--- src/rtl/sysid_read_arbiter.sv ---
`default_nettype none
// ============================================================================
// Module      : sysid_read_arbiter
// Description : Two-master read arbiter in front of a combinational system-ID
//               slave; round-robin or fixed priority, one read per 3 cycles.
// Revision    : 1.0 - initial release
// ============================================================================

module sysid_read_arbiter #(
    parameter int RR_ENABLE = 1
) (
    input  logic        clock,
    input  logic        reset,

    input  logic        m0_read,
    input  logic        m0_address,
    output logic        m0_waitrequest,
    output logic [31:0] m0_readdata,
    output logic        m0_readdatavalid,

    input  logic        m1_read,
    input  logic        m1_address,
    output logic        m1_waitrequest,
    output logic [31:0] m1_readdata,
    output logic        m1_readdatavalid,

    output logic        s_address,
    input  logic [31:0] s_readdata,

    output logic        busy
);

    localparam logic [1:0] c_IDLE   = 2'd0;
    localparam logic [1:0] c_ACCESS = 2'd1;
    localparam logic [1:0] c_RESP   = 2'd2;

    localparam logic c_M0 = 1'b0;
    localparam logic c_M1 = 1'b1;

    logic [1:0]  state_q,      state_d;
    logic        grant_q,      grant_d;
    logic        last_grant_q, last_grant_d;
    logic        s_address_q,  s_address_d;
    logic [31:0] m0_rdata_q,   m0_rdata_d;
    logic [31:0] m1_rdata_q,   m1_rdata_d;

    logic        w_any_req;
    logic        w_winner;
    logic        w_grant_read;

    // Arbitration: a lone requester always wins; a tie goes to the master
    // not served last in round-robin mode, otherwise to master 0.
    always_comb begin
        w_any_req = m0_read | m1_read;
        if (m0_read && m1_read) begin
            w_winner = (RR_ENABLE != 0) ? ~last_grant_q : c_M0;
        end else begin
            w_winner = m1_read ? c_M1 : c_M0;
        end
        w_grant_read = (grant_q == c_M1) ? m1_read : m0_read;
    end

    // ------------------------------------------------------------------
    // FSM: state register
    // ------------------------------------------------------------------
    always_ff @(posedge clock) begin
        if (reset) begin
            state_q <= c_IDLE;
        end else begin
            state_q <= state_d;
        end
    end

    // ------------------------------------------------------------------
    // FSM: next-state logic
    // ------------------------------------------------------------------
    always_comb begin
        state_d = state_q;
        case (state_q)
            c_IDLE: begin
                if (w_any_req) begin
                    state_d = c_ACCESS;
                end
            end
            c_ACCESS: begin
                // A master that dropped its read before acceptance is abandoned.
                state_d = w_grant_read ? c_RESP : c_IDLE;
            end
            c_RESP: begin
                state_d = c_IDLE;
            end
            default: begin
                state_d = c_IDLE;
            end
        endcase
    end

    // ------------------------------------------------------------------
    // FSM: outputs (reset masks handshake outputs in the same cycle)
    // ------------------------------------------------------------------
    always_comb begin
        m0_waitrequest   = 1'b1;
        m1_waitrequest   = 1'b1;
        m0_readdatavalid = 1'b0;
        m1_readdatavalid = 1'b0;
        busy             = (state_q != c_IDLE);

        if (!reset) begin
            if (state_q == c_ACCESS) begin
                if (grant_q == c_M0) begin
                    m0_waitrequest = ~m0_read;
                end else begin
                    m1_waitrequest = ~m1_read;
                end
            end
            if (state_q == c_RESP) begin
                if (grant_q == c_M0) begin
                    m0_readdatavalid = 1'b1;
                end else begin
                    m1_readdatavalid = 1'b1;
                end
            end
        end
    end

    // ------------------------------------------------------------------
    // Grant, slave address and read-data capture
    // ------------------------------------------------------------------
    always_comb begin
        grant_d      = grant_q;
        last_grant_d = last_grant_q;
        s_address_d  = s_address_q;
        m0_rdata_d   = m0_rdata_q;
        m1_rdata_d   = m1_rdata_q;

        case (state_q)
            c_IDLE: begin
                if (w_any_req) begin
                    grant_d     = w_winner;
                    s_address_d = (w_winner == c_M1) ? m1_address : m0_address;
                end
            end
            c_ACCESS: begin
                if (w_grant_read) begin
                    if (grant_q == c_M0) begin
                        m0_rdata_d = s_readdata;
                    end else begin
                        m1_rdata_d = s_readdata;
                    end
                end
            end
            c_RESP: begin
                last_grant_d = grant_q;
            end
            default: begin
            end
        endcase
    end

    always_ff @(posedge clock) begin
        if (reset) begin
            grant_q      <= c_M0;
            last_grant_q <= c_M1;
            s_address_q  <= 1'b0;
            m0_rdata_q   <= 32'h0000_0000;
            m1_rdata_q   <= 32'h0000_0000;
        end else begin
            grant_q      <= grant_d;
            last_grant_q <= last_grant_d;
            s_address_q  <= s_address_d;
            m0_rdata_q   <= m0_rdata_d;
            m1_rdata_q   <= m1_rdata_d;
        end
    end

    assign s_address   = s_address_q;
    assign m0_readdata = m0_rdata_q;
    assign m1_readdata = m1_rdata_q;

endmodule

`default_nettype wire

--- config.mk ---
export PLATFORM = sky130hd
export DESIGN_NAME = sysid_read_arbiter
export DESIGN_NICKNAME = d
export VERILOG_FILES = /design/src/rtl/sysid_read_arbiter.sv
export SDC_FILE = /design/constraint.sdc
export NUM_CORES = 1
export LEC_CHECK = 0
export ABC_AREA = 0
export CAP_MARGIN = 10
export CORE_MARGIN = 3
export CORE_UTILIZATION = 36
export DETAILED_ROUTE_END_ITERATION = 12
export PLACE_DENSITY_LB_ADDON = 0.12
export SETUP_SLACK_MARGIN = 0.5
export SLEW_MARGIN = 20
export SYNTH_ARGS = -nofsm -noshare
export SYNTH_HDL_FRONTEND = slang
export SYNTH_SLANG_ARGS = --single-unit
--- constraint.sdc ---
create_clock -name clock -period 3.42 [get_ports clock]
set_clock_uncertainty 0.2 [all_clocks]
set_input_delay 0.684 -clock clock [delete_from_list [all_inputs] [get_ports clock]]
set_output_delay 0.684 -clock clock [all_outputs]
set_load 0.01 [all_outputs]
# After elaboration in Yosys (flattened, before gate mapping)
# Cells that the tools add are included.
dict set report word_totals {
  inputBits 38
  ff_bits 69
  output_inout_bits 70
}
dict set report classes {
  n_mux 19
  n_bitwise 5
  n_eq_ne 3
  reduce_logical 6
}
# op count
set ops {}
lappend ops {{$mux W1} 16}
lappend ops {{$reduce_and A3 Y1} 2}
lappend ops {{$mux W2} 2}
lappend ops {{$not A1 Y1} 4}
lappend ops {{$pmux W2 S2} 1}
lappend ops {{$eq A2 B1 Y1 const B} 1}
lappend ops {{$eq A2 B2 Y1 const B} 1}
lappend ops {{$logic_not A2 Y1} 1}
lappend ops {{$ne A2 B2 Y1 const B} 1}
lappend ops {{$reduce_and A2 Y1} 1}
lappend ops {{$reduce_bool A2 Y1} 1}
lappend ops {{$logic_and A1 B1 Y1} 1}
lappend ops {{$or A1 B1 Y1} 1}

# Longest topological paths before layout
dict set report depth {
  word_depth 4
  ltp_mapped 5
  mapped_depth_nobuf 3
}

# Worst setup path before layout
# No wires, ideal clock.
dict set report synth_timing {
  path_type {input -> output}
  start {input reset}
  end {output m1_readdatavalid}
  slack_ps 1144
  arrival_time_ps 1392
  t_required_ps 2536
  path_stages 3
  path_cell_list {clkbuf_1 clkbuf_1 nor3b_1}
}
dict set report synth_via {
  elab_chain_cells 1
}
# item line
set synth_rtl {}
lappend synth_rtl {{from (decl)} 13} ;# input logic reset,
lappend synth_rtl {{$mux W1} 108} ;# if (!reset) begin
lappend synth_rtl {{to (decl)} 25} ;# output logic m1_readdatavalid,
# No other way between the ends.

# Worst setup path in the final report
dict set report layout_timing {
  start {input m1_read}
  end {output m1_waitrequest}
}
dict set report layout_via {
  elab_chain_cells 4
}
# item line
set layout_rtl {}
lappend layout_rtl {{from (decl)} 21} ;# input logic m1_read,
lappend layout_rtl {{$not A1 Y1} 113} ;# m1_waitrequest = ~m1_read;
lappend layout_rtl {{$mux W1} 110} ;# if (grant_q == c_M0) begin
lappend layout_rtl {{$mux W1} 109} ;# if (state_q == c_ACCESS) begin
lappend layout_rtl {{$mux W1} 108}
lappend layout_rtl {{to (decl)} 23} ;# output logic m1_waitrequest,
# No other way between the ends.

==> run metrics <==
CP bufs+invs=2; Post-Layout Cell Count=490; Clock Path Buffers=2; number of enable flip-flop cells after synthesis=0; worst path required time=2540 ps; Final ANT Viol Nets=0; count leader, synth=nand2_1; Setup-failing EPs final=0; top-area cell type share of the netlist area=55.12%; CTS Hold Buffers Added=0; clock transition at the registers of the reported paths=70 ps; power per standard cell area=479.8 nW/µm²; CP Data Arrival Time=1820 ps; Post-Place Cell Area=3551 µm²; grt ovf=0; setup TNS=0 ps; maximum vdd drop=0.2195 mV; global-route wire length before repair=10.52 mm; TritonCTS Sinks=69; Reg2Reg Depth=4; post-synthesis sequential area ratio=55.12%; worst min-delay path class=reg -> reg; placer congestion estimate=0.7778; cts bufs inserted=9; average wire per standard cell=13.53 µm; DR vias=2328; Leak=0.001307 µW; max-capacitance violation count=0; Post-synth top cells=nand2_1, dfxtp_1, a21oi_1; vias in the first global route=2234; Placed Cells=474; crit path launch type=input port; Crit Path Category=in -> out; FP Rows=29; Starting Density=38.37%; final hold violation count=0; status=finished, final reports clean; Hold Path Depth=2; Top FF cell, synth=dfxtp_1; Post-Syn Instances=308; clk_lat worst skew=330 ps; unrepaired setup endpoints after global routing=false; NumNets Final=446; post-synth net total=346; Top Ports=108; Crit path max-delay family=buffers and inverters; H-tree levels=3; synth top area cells=dfxtp_1, nand2_1, a21oi_1; fillers=608; footprint of the multi-input gates=965.9 µm²; mapped cell area=2506 µm²; Warnings, synthesis=0; CP Cell Sequence=clkdlybuf4s50_1 > and4b_1 > nand2b_1 > dlygate4sd2_1; Reg-to-Reg Start=grant_q; register area=1381 µm²; RR Endpoint=m1_readdata[9]; HPWL after detailed placement=4.329 mm; Post-CTS Setup Inserts=0; synth unique cells=21; Core ar.=6531 µm²; worst hold endpoint=m0_readdata[2]; Crit path largest cell delay=530 ps; Root Buffer=clkbuf_8; overall routing resource usage=17.12%; die width=89.44 µm; layout cell share with drive strength beyond 1=5.811%; Post-route DRC=0; Worst path depth=4; initial antenna violation count=0; Area Overhead vs Synth=51.62%; Rel. slew slack=57.93%; total power=1823 µW; DR iter-0 viols=68; post-route cell area=3800 µm²; Post-Syn Area per Cell=8.137 µm²; Critical Path Sink Type=primary output; Total Wirelength=6.631 mm; ant diodes=0; CTS tree=built; Max Fclk=0.3704 GHz; fin. max-slew vios=0; Final min period=2700 ps; Reg2Reg Setup Slack=1800 ps; # port buffers=107; Util after Layout=58.18%; Tightest Pin Transition=631.0 ps; critical-path maximum fanout=5; Die ar.=7999 µm²; post-synth top area cell=dfxtp_1; fin crit share=78.94%; largest net degree at the start of global routing=61; Crit-path slowest cell=clkdlybuf4s50_1; Die Height=89.44 µm; vias per cell=4.751; #FFs+latches synth=69; ys async rst share=0%; HP Start=m0_readdata[2]; drt first pass iters=4
-- layout by cell type, fill, tap and decap left out, types with 2 or more instances in the layout --
master | netlist | final
dfxtp_1 | 69 | 69
nand2_1 | 129 | 129
nor2_1 | 2 | 2
bufinv_16 | 0 | 3
buf_4 | 5 | 5
clkinvlp_4 | 0 | 2
nand2b_1 | 4 | 4
mux2i_1 | 2 | 2
clkdlybuf4s50_1 | 0 | 104
clkbuf_8 | 0 | 10
nor3_1 | 2 | 2
a21oi_1 | 67 | 67
-- through the flow --
step,worst slack (ps),hold slack (ps)
6_report,720.1,252.8
5_1_grt,649.2,274.0
4_1_cts,509.0,254.9
3_5_place_dp,492.2,245.3
3_3_place_gp,505.9,241.2
2_1_floorplan,1144,270.5
-- flip-flops by register name (all words and copies together) (netlist names) --
name / cells
s_address: 1
grant_q: 1
m0_readdata: 32
m1_readdata: 32
state_q: 2
last_grant_q: 1
-- power by group --
group	internal (µW)	switching, µW
Combinational	95.4	80.6
Sequential	826	14.1
Clock	503	304
Total	1420	399
-- logic make-up after synthesis --
kind of cell / share of synthesized area (%)
and+or+nand+nor: 23.27
DFF: 55.12
AOI/OAI and AO/OA: 14.48
muxes: 0.7988
buffers and inverters: 6.340
-- worst reg2reg max path: stages (launching register included) --
cell	delay, ps
dfxtp_1	450
nand4b_1	310
buf_4	340
nand2_1	110
a21oi_1	70
-- per-layer routing --
| metal | GRT usage [%] | wire, µm | up-vias |
|---|---|---|---|
| li1 | - | - | 1194 |
| met4 | 6.089 | 91 | 0 |
| met3 | 5.991 | 487 | 8 |
| met2 | 28.13 | 3053 | 70 |
| met5 | 0 | 0 | - |
| met1 | 20.76 | 2999 | 1056 |
-- worst max path at each step --
stage	from	end	slack, ps
4_1_cts	m0_read	m0_waitrequest	510
6_report	m1_read	m1_waitrequest	720
2_1_floorplan	reset	m1_readdatavalid	1140
3_3_place_gp	m1_read	m1_waitrequest	510
3_5_place_dp	m1_read	m1_waitrequest	490
5_1_grt	m1_read	m1_waitrequest	650
-- final cells by class --
type / count / area share [%]
sequential: 69 / 36.35
timing repair buffer: 112 / 29.07
multi-input combinational: 215 / 25.42
clock buffer: 10 / 3.622
clock inverter: 6 / 2.898
tap: 77 / 2.535
inverter: 1 / 0.09878
-- what timing repair did --
| action | in CTS | in global routing |
|---|---|---|
| gates resized for setup | 1 | 1 |
| endpoints found under the setup margin | 1 | 1 |
| hold endpoints to repair | 0 | 0 |
(Power assumes the default switching activity.)
